<file path="config.mk">
export PLATFORM = sky130hd
export DESIGN_NAME = mult_sequencer_flat
export DESIGN_NICKNAME = d
export VERILOG_FILES = /design/src/rtl/mult_sequencer_if.sv /design/src/rtl/mult_sequencer.sv /design/src/flat_wrapper.sv
export SDC_FILE = /design/constraint.sdc
export NUM_CORES = 1
export LEC_CHECK = 0
export CAP_MARGIN = 10
export CORE_ASPECT_RATIO = 1.75
export CORE_MARGIN = 8
export CORE_UTILIZATION = 51
export CTS_CLUSTER_SIZE = 20
export DETAILED_ROUTE_END_ITERATION = 10
export GPL_ROUTABILITY_DRIVEN = 1
export PLACE_DENSITY = 0.89
export SLEW_MARGIN = 20
export SYNTH_ARGS = -nofsm -noshare
export SYNTH_HDL_FRONTEND = slang
export SYNTH_SLANG_ARGS = --single-unit
export TNS_END_PERCENT = 20
</file>
<file path="constraint.sdc">
create_clock -name clk -period 2.9 [get_ports clk]
set_input_delay 0.725 -clock clk [delete_from_list [all_inputs] [get_ports clk]]
set_output_delay 0.725 -clock clk [all_outputs]
set_load 0.005 [all_outputs]
</file>
<file path="src/rtl/mult_sequencer_if.sv">
// Bundle of the multiply request/result handshake and the shared-ALU bus.
// The sequencer takes the slave side; the requester and the ALU take the master side.
interface mult_sequencer_if;
   logic        start;
   logic [31:0] op_a;
   logic [31:0] op_b;
   logic        busy;
   logic        done;
   logic [31:0] product;
   logic        alu_own;
   logic [3:0]  alu_op;
   logic [31:0] alu_a;
   logic [31:0] alu_b;
   logic [4:0]  alu_shamt;
   logic [31:0] alu_result;

   modport master (
      output start, op_a, op_b, alu_result,
      input  busy, done, product, alu_own, alu_op, alu_a, alu_b, alu_shamt
   );

   modport slave (
      input  start, op_a, op_b, alu_result,
      output busy, done, product, alu_own, alu_op, alu_a, alu_b, alu_shamt
   );
endinterface

</file>
<file path="src/rtl/mult_sequencer.sv">
// Shift-and-add multiplier that borrows a shared ALU: one ADD and one SHIFT cycle per multiplier bit.
// Optional MULT_EARLY_EXIT_EN finishes as soon as no multiplier bits remain set.
module mult_sequencer #(
   parameter int N_BITS = 32
) (
   input  logic             clk,
   input  logic             reset,
   mult_sequencer_if.slave  bus
);

   localparam logic [3:0] ALU_NOP = 4'b0000;
   localparam logic [3:0] ALU_ADD = 4'b0011;
   localparam logic [3:0] ALU_SHL = 4'b0100;

   typedef enum logic [1:0] {IDLE, ADD, SHIFT, DONE} state_t;

   state_t      r_state;
   logic [31:0] r_acc;
   logic [31:0] r_mcand;
   logic [31:0] r_mplier;
   logic [5:0]  r_count;
   logic        r_busy;
   logic        r_done;
   logic [31:0] r_product;
   logic        r_alu_own;
   logic [3:0]  r_alu_op;
   logic [31:0] r_alu_a;
   logic [31:0] r_alu_b;
   logic [4:0]  r_alu_shamt;

   logic [31:0] w_mplier_shr;
   logic [5:0]  w_count_nxt;
   logic        w_finish;

   assign w_mplier_shr = r_mplier >> 1;
   assign w_count_nxt  = r_count + 6'd1;
`ifdef MULT_EARLY_EXIT_EN
   assign w_finish = (w_count_nxt == 6'(N_BITS)) || (w_mplier_shr == 32'd0);
`else
   assign w_finish = (w_count_nxt == 6'(N_BITS));
`endif

   // ALU drive values are registered one state ahead, so they are computed
   // from the values the datapath registers will hold in the state being entered.
   always_ff @(posedge clk) begin
      // NOTE: non-blocking assignments so every register updates from pre-edge values.
      if (reset) begin
         r_state     <= IDLE;
         r_acc       <= '0;
         r_mcand     <= '0;
         r_mplier    <= '0;
         r_count     <= '0;
         r_busy      <= 1'b0;
         r_done      <= 1'b0;
         r_product   <= '0;
         r_alu_own   <= 1'b0;
         r_alu_op    <= ALU_NOP;
         r_alu_a     <= '0;
         r_alu_b     <= '0;
         r_alu_shamt <= '0;
      end else begin
         case (r_state)
            IDLE: begin
               if (bus.start) begin
                  r_acc     <= '0;
                  r_mcand   <= bus.op_a;
                  r_mplier  <= bus.op_b;
                  r_count   <= '0;
                  r_product <= '0;
`ifdef MULT_EARLY_EXIT_EN
                  if (bus.op_b == 32'd0) begin
                     r_state <= DONE;
                     r_done  <= 1'b1;
                  end else begin
`else
                  begin
`endif
                     r_state     <= ADD;
                     r_busy      <= 1'b1;
                     r_alu_own   <= 1'b1;
                     r_alu_op    <= ALU_ADD;
                     r_alu_a     <= '0;
                     r_alu_b     <= bus.op_a;
                     r_alu_shamt <= '0;
                  end
               end
            end
            ADD: begin
               if (r_mplier[0]) r_acc <= bus.alu_result;
               r_state     <= SHIFT;
               r_alu_op    <= ALU_SHL;
               r_alu_a     <= '0;
               r_alu_b     <= r_mcand;
               r_alu_shamt <= 5'd1;
            end
            SHIFT: begin
               r_mcand  <= bus.alu_result;
               r_mplier <= w_mplier_shr;
               r_count  <= w_count_nxt;
               if (w_finish) begin
                  r_state     <= DONE;
                  r_done      <= 1'b1;
                  r_product   <= r_acc;
                  r_busy      <= 1'b0;
                  r_alu_own   <= 1'b0;
                  r_alu_op    <= ALU_NOP;
                  r_alu_a     <= '0;
                  r_alu_b     <= '0;
                  r_alu_shamt <= '0;
               end else begin
                  r_state     <= ADD;
                  r_alu_op    <= ALU_ADD;
                  r_alu_a     <= r_acc;
                  r_alu_b     <= bus.alu_result;
                  r_alu_shamt <= '0;
               end
            end
            DONE: begin
               r_state <= IDLE;
               r_done  <= 1'b0;
            end
         endcase
      end
   end

   assign bus.busy      = r_busy;
   assign bus.done      = r_done;
   assign bus.product   = r_product;
   assign bus.alu_own   = r_alu_own;
   assign bus.alu_op    = r_alu_op;
   assign bus.alu_a     = r_alu_a;
   assign bus.alu_b     = r_alu_b;
   assign bus.alu_shamt = r_alu_shamt;

endmodule

</file>
<file path="src/flat_wrapper.sv">
// flat-port wrapper written by rule: the top's interface ports become plain ports
module mult_sequencer_flat 
#(
   parameter int N_BITS = 32
)
  (clk, reset, bus_start, bus_op_a, bus_op_b, bus_alu_result, bus_busy, bus_done, bus_product, bus_alu_own, bus_alu_op, bus_alu_a, bus_alu_b, bus_alu_shamt);
  mult_sequencer_if bus_i ();
  input  logic clk;
  input  logic reset;
  input wire logic [$bits(bus_i.start)-1:0] bus_start;
  input wire logic [$bits(bus_i.op_a)-1:0] bus_op_a;
  input wire logic [$bits(bus_i.op_b)-1:0] bus_op_b;
  input wire logic [$bits(bus_i.alu_result)-1:0] bus_alu_result;
  output wire logic [$bits(bus_i.busy)-1:0] bus_busy;
  output wire logic [$bits(bus_i.done)-1:0] bus_done;
  output wire logic [$bits(bus_i.product)-1:0] bus_product;
  output wire logic [$bits(bus_i.alu_own)-1:0] bus_alu_own;
  output wire logic [$bits(bus_i.alu_op)-1:0] bus_alu_op;
  output wire logic [$bits(bus_i.alu_a)-1:0] bus_alu_a;
  output wire logic [$bits(bus_i.alu_b)-1:0] bus_alu_b;
  output wire logic [$bits(bus_i.alu_shamt)-1:0] bus_alu_shamt;
  assign bus_i.start = bus_start;
  assign bus_i.op_a = bus_op_a;
  assign bus_i.op_b = bus_op_b;
  assign bus_i.alu_result = bus_alu_result;
  assign bus_busy = bus_i.busy;
  assign bus_done = bus_i.done;
  assign bus_product = bus_i.product;
  assign bus_alu_own = bus_i.alu_own;
  assign bus_alu_op = bus_i.alu_op;
  assign bus_alu_a = bus_i.alu_a;
  assign bus_alu_b = bus_i.alu_b;
  assign bus_alu_shamt = bus_i.alu_shamt;
  mult_sequencer #(.N_BITS(N_BITS)) u_core (.clk(clk), .reset(reset), .bus(bus_i));
endmodule
</file>
# Yosys cells after proc, flatten, opt, wreduce, memory -nomap -nowiden
# Index checks and enable logic that the tools add are counted.
[totals] elab_cells=58 in_bits=99 output_inout_bits=108 ff_bits=211
[classes] add_sub_neg=1 muxes=28 n_reduce_logical=10 n_eq_ne=7
[op_table] op="$pmux 32 s2" n=4
[op_table] op="$mux 32" n=7
[op_table] op="$pmux 32 s3" n=2
[op_table] op="$pmux 5 s3" n=1
[op_table] op="$pmux 4 s3" n=1
[op_table] op="$pmux 6 s2" n=1
[op_table] op="$pmux 2 s4" n=1
[op_table] op="$add 6x1->6 const B" n=1
[op_table] op="$eq 6x6->1 const B" n=1
[op_table] op="$mux 2" n=3
[op_table] op="$mux 6" n=1
[op_table] op="$reduce_and 2->1" n=3
[op_table] op="$reduce_and 3->1" n=2
[op_table] op="$reduce_bool 2->1" n=3
[op_table] op="$mux 5" n=1
[op_table] op="$eq 2x2->1 const B" n=2
[op_table] op="$mux 4" n=1
[op_table] op="$ne 2x1->1 const B" n=2
[op_table] op="$pmux 1 s2" n=2
[op_table] op="$mux 1" n=3
[op_table] op="$reduce_bool 3->1" n=1
[op_table] op="$eq 2x1->1 const B" n=1
[op_table] op="$logic_not 2->1" n=1
[op_table] op="$ne 2x2->1 const B" n=1

# Longest topological paths before layout
[depth] depth_word=4 mapped_depth=9 mapped_depth_nobuf=6

# Worst setup path before layout
# Ideal clock, no wire load.
[synth_path] path_type="register to register" startpoint="register u_core.r_state[0]" endpoint="register u_core.r_alu_b[10] (netlist: u_core.bus.alu_b[10])" t_required_ns=2.808 t_arrival_ns=1.949 slack_ns=0.859 synth_period_minus_slack_ns=2.041 n_path_buf=3 path_stages_with_launch=8 setup_time_ns=0.092 path_cell_list="dfxtp_1 > inv_1 > ha_1 > clkbuf_1 > clkbuf_1 > buf_1 > a311oi_1 > o32ai_1"
[synth_via] elab_chain_cells=3 word_cells_on_any_way=7 classes_between="eq/ne (3); mux (1); reduce/logical (3)"
[synth_rtl] item="start: declaration" line="mult_sequencer.sv:17" rtl="state_t r_state;"
[synth_rtl] item="start signal: assignment" line="mult_sequencer.sv:48" rtl="r_state <= IDLE;"
[synth_rtl] item="start signal: assignment" line="mult_sequencer.sv:78" rtl="r_state <= ADD;"
[synth_rtl] item="start signal: assignment" line="mult_sequencer.sv:90" rtl="r_state <= SHIFT;"
[synth_rtl] item="$eq 2x1->1 (tied with other cells)" line="mult_sequencer.sv:62" rtl="case (r_state)"
[synth_rtl] item="$reduce_bool 3->1 (no source line) or $ne 2x2->1 (tied branches)"
[synth_rtl] item="$reduce_and 2->1 (no source line)"
[synth_rtl] item="end signal: assignment" line="mult_sequencer.sv:83" rtl="r_alu_b <= bus.op_a;"
[synth_rtl] item="end signal: assignment" line="mult_sequencer.sv:93" rtl="r_alu_b <= r_mcand;"
[synth_rtl] item="end signal: assignment" line="mult_sequencer.sv:114" rtl="r_alu_b <= bus.alu_result;"
[synth_rtl] item="end: declaration" line="mult_sequencer.sv:28" rtl="logic [31:0] r_alu_b;"
# Several ways; a longest one is shown, not always the timed one.
# A chain may end at the register's enable or synchronous reset.

# Final worst setup path
[layout_path] startpoint="register u_core.r_state[0]" endpoint="register u_core.r_alu_a[18] (netlist: u_core.bus.alu_a[18])"
[layout_via] elab_chain_cells=3 word_cells_on_any_way=7 classes_between="eq/ne (3); mux (1); reduce/logical (3)"
[layout_rtl] item="$eq 2x1->1 (tied with other cells)" line="mult_sequencer.sv:62"
[layout_rtl] item="$reduce_bool 3->1 (no source line) or $ne 2x2->1 (tied branches)"
[layout_rtl] item="$reduce_and 2->1 (no source line)"
[layout_rtl] item="end signal: assignment" line="mult_sequencer.sv:113" rtl="r_alu_a <= r_acc;"
[layout_rtl] item="end: declaration" line="mult_sequencer.sv:27" rtl="logic [31:0] r_alu_a;"
# Several ways; a longest one is shown, not always the timed one.

==> flow_metrics.py <==
metrics = {
    "clock_tree": {
        "cts-root-buf": "clkbuf_16",
        "cts_buffers": 19,
        "postCtsHoldBufs": 0,
        "post-cts-setup-buffers": 0,
        "cts_resized": 0,
        "clkTransAtPathRegs_ns": 0.07,
        "clk_latency_ns": 0.49,
        "cts_tree": "built",
        "cts.path.max_buffers": 3,
        "clock_sinks": 204,
        "cts_htree_levels": 1,
    },
    "sta": {
        "max-slew-margin-rel": 0.358,
        "setup_viol": 0,
        "skew_ns": 0.00627,
        "finalMaxSlewViolations": 0,
        "finalCriticalPeriod_ns": 2.42,
        "rsz0062_at_grt": "false",
        "clock.fmax_mhz": 413,
        "hold_violations": 0,
        "period_share": 0.835,
        "setup_tns_ns": 0,
        "tightest_slew_ns": 0.963,
        "holdWs_ns": 0.466,
    },
    "grt": {
        "grt_pass1_vias": 8407,
        "grt_start_max_net_pins": 113,
        "antenna_found_initial": 0,
        "grt_pass1_wl_um": 44600,
        "gr-usage-all-layers": 0.247,
        "grt.overflow.total": 0,
    },
    "run": {
        "max_cap_violations": 0,
    },
    "synth": {
        "synth_top_cell_area_share": 0.447,
        "synthCells": 1029,
        "ys_seq_elements": 204,
        "synthArstFlopShare": 0,
        "yosys_most_used_dff": "dfxtp_1",
        "synthTopCellsByArea": "dfxtp_1 45%, mux2i_1 7.1%, nor2_1 5.6%, a211oi_1 5.3%, clkbuf_1 3.5%",
        "ys_types": 39,
        "synth-edff-count": 0,
        "netlist_area_um2": 9140,
        "yosysTopAreaCell": "dfxtp_1",
        "ys_seq_area_frac": 0.447,
        "synth_area_per_cell_um2": 8.88,
        "yosysWarnings": 0,
    },
    "route": {
        "drc": 0,
        "dr.pass1.iters": 6,
        "avgViaCountPerCell": 6.13,
        "wl_per_cell_um": 20.0,
        "ant_nets": 0,
        "dr.first_iter.drc_count": 612,
        "route.vias.total": 8654,
        "wirelength_um": 28200,
    },
    "finish": {
        "nets": 1269,
        "area_growth_pct": 30.4,
        "most-common-layout-cells": "204 x dfxtp_1, 200 x clkdlybuf4s50_1, 135 x nor2_1, 65 x a211oi_1, 64 x mux2i_1",
        "n_antenna_cell": 0,
        "drive_above_1_share": 0.0620,
        "final_common_cell": "dfxtp_1",
    },
    "power": {
        "power_density_nw_per_um2": 721,
        "p_leak_nw": 3.99,
        "irDropWorstVdd_uv": 478,
        "finalPower_mw": 8.60,
    },
    "floorplan": {
        "core-area_um2": 17800,
        "row_count": 65,
        "ios": 207,
        "die_w_um": 117,
        "start_util": 0.513,
        "die_y_um": 193,
        "dieArea_um2": 22600,
    },
    "setup_path": {
        "crit_path_start_kind": "flop",
        "worstPathArrival_ns": 2.85,
        "cp_max_fo": 23,
        "crit-reg2reg-capture": "u_core.bus.alu_a[18]$_SDFFE_PP0P_",
        "endpoint_kind": "flop",
        "regToRegStartpoint": "u_core.r_state[0]$_SDFFE_PP0P_",
        "critical_path_class": "flop to flop",
        "crit_required_ns": 3.33,
        "r2r_slack_ns": 0.48,
        "reg2reg_depth": 7,
    },
    "place": {
        "gp_congestion": 0.883,
        "portBuffers": 201,
        "dpl.hpwl_um": 19100,
    },
    "worst_hold_path": {
        "holdPathStages": 2,
        "holdCritPathClass": "flop to flop",
        "whs_endpoint": "u_core.r_mplier[31]$_SDFFE_PP0P_",
        "hp-start": "u_core.r_mplier[31]$_SDFFE_PP0P_",
    },
    "status": {
        "status": "complete, no violations",
    },
}
[cells in the mapped netlist (2+ instances only)]
cell type / number
a31oi_1: 8
o32ai_1: 32
mux2i_1: 65
nor3_1: 26
nand2b_1: 6
clkbuf_1: 86
nor2_1: 137
a311oi_1: 34
or4_1: 2
buf_4: 8
a211oi_1: 65
a21oi_1: 11
nand3b_1: 25
buf_1: 9
nand3_1: 37
and3_1: 8
o211ai_1: 8
a22oi_1: 34
inv_1: 2
nor2b_1: 33
o21ai_0: 34
buf_2: 14
nor4_1: 2
ha_1: 5
a22o_1: 32
dfxtp_1: 204
nand2_1: 63
mux2_2: 3
a211o_1: 2
o311ai_0: 25
[metrics by stage]
step	area, um2	setup slack [ns]	std cells	utilization
floorplan	9160	0.859	1033	-
global placement	11300	0.192	1378	0.633
detailed placement	11300	0.176	1378	0.633
CTS	11900	0.509	1411	0.669
finish	11900	0.478	1411	0.669
global route	11900	0.331	1411	0.669
[logic make-up after synthesis]
family	Yosys count	share of synthesized area
adders and majority gates	5	0.00684
DFF	204	0.447
buffers and inverters	120	0.0545
other	1	0.000410
AOI/OAI and AO/OA	290	0.243
muxes	68	0.0749
and+or+nand+nor	341	0.174
[worst max-delay path: stages (launching register included)]
cell and delay (ns):
dfxtp_1 0.35, inv_1 0.17, ha_2 0.31, nor2b_1 0.26
nor2_2 0.07, nor2_2 0.73, buf_4 0.31, a22o_1 0.16
[worst max-delay path by stage]
stage,from,endpoint,slack [ns],cells after the start
final,u_core.r_state[0]$_SDFFE_PP0P_,u_core.bus.alu_a[18]$_SDFFE_PP0P_,0.48,7
after global routing,u_core.r_state[0]$_SDFFE_PP0P_,u_core.bus.product[12]$_SDFFE_PP0P_,0.33,7
after CTS,u_core.r_state[0]$_SDFFE_PP0P_,u_core.bus.alu_a[18]$_SDFFE_PP0P_,0.51,7
after detailed placement,bus_start,u_core.bus.alu_a[22]$_SDFFE_PP0P_,0.18,6
after global placement,bus_start,u_core.bus.alu_a[1]$_SDFFE_PP0P_,0.19,6
after floorplan,u_core.r_state[0]$_SDFFE_PP0P_,u_core.bus.alu_b[10]$_SDFFE_PP0P_,0.86,7
[metal layers]
| layer | part of all wire | wire length (um) | up-vias | global-route usage |
|---|---|---|---|---|
| li1 | - | - | 4096 | - |
| met1 | 0.38 | 10800 | 4127 | 0.290 |
| met2 | 0.50 | 14000 | 339 | 0.411 |
| met5 | 0 | 0 | - | 0 |
| met4 | 0.058 | 1640 | 0 | 0.143 |
| met3 | 0.066 | 1860 | 92 | 0.0424 |
[report_power, final]
group	switching [mW]	internal [mW]	total (mW)
Clock	1.08	1.53	2.61
Combinational	1.49	1.08	2.57
Sequential	0.235	3.18	3.42
Total	2.80	5.80	8.60
[layout make-up]
| type | instances | area [um2] |
|---|---|---|
| timing repair buffer | 228 | 2270 |
| fill | 1349 | 5890 |
| clock inverter | 7 | 85.1 |
| inverter | 3 | 11.3 |
| sequential | 204 | 4080 |
| clock buffer | 26 | 562 |
| tap | 234 | 293 |
| multi-input combinational | 709 | 4620 |
[flip-flops by register name (all words and copies together), names as in the netlist, 2 cells and up]
register / flops
u_core.r_count: 6
u_core.bus.alu_b: 32
u_core.r_mplier: 32
u_core.bus.alu_a: 32
u_core.bus.product: 32
u_core.r_acc: 32
u_core.r_mcand: 32
u_core.r_state: 2
No activity file was read; power rests on OpenSTA's default activity.
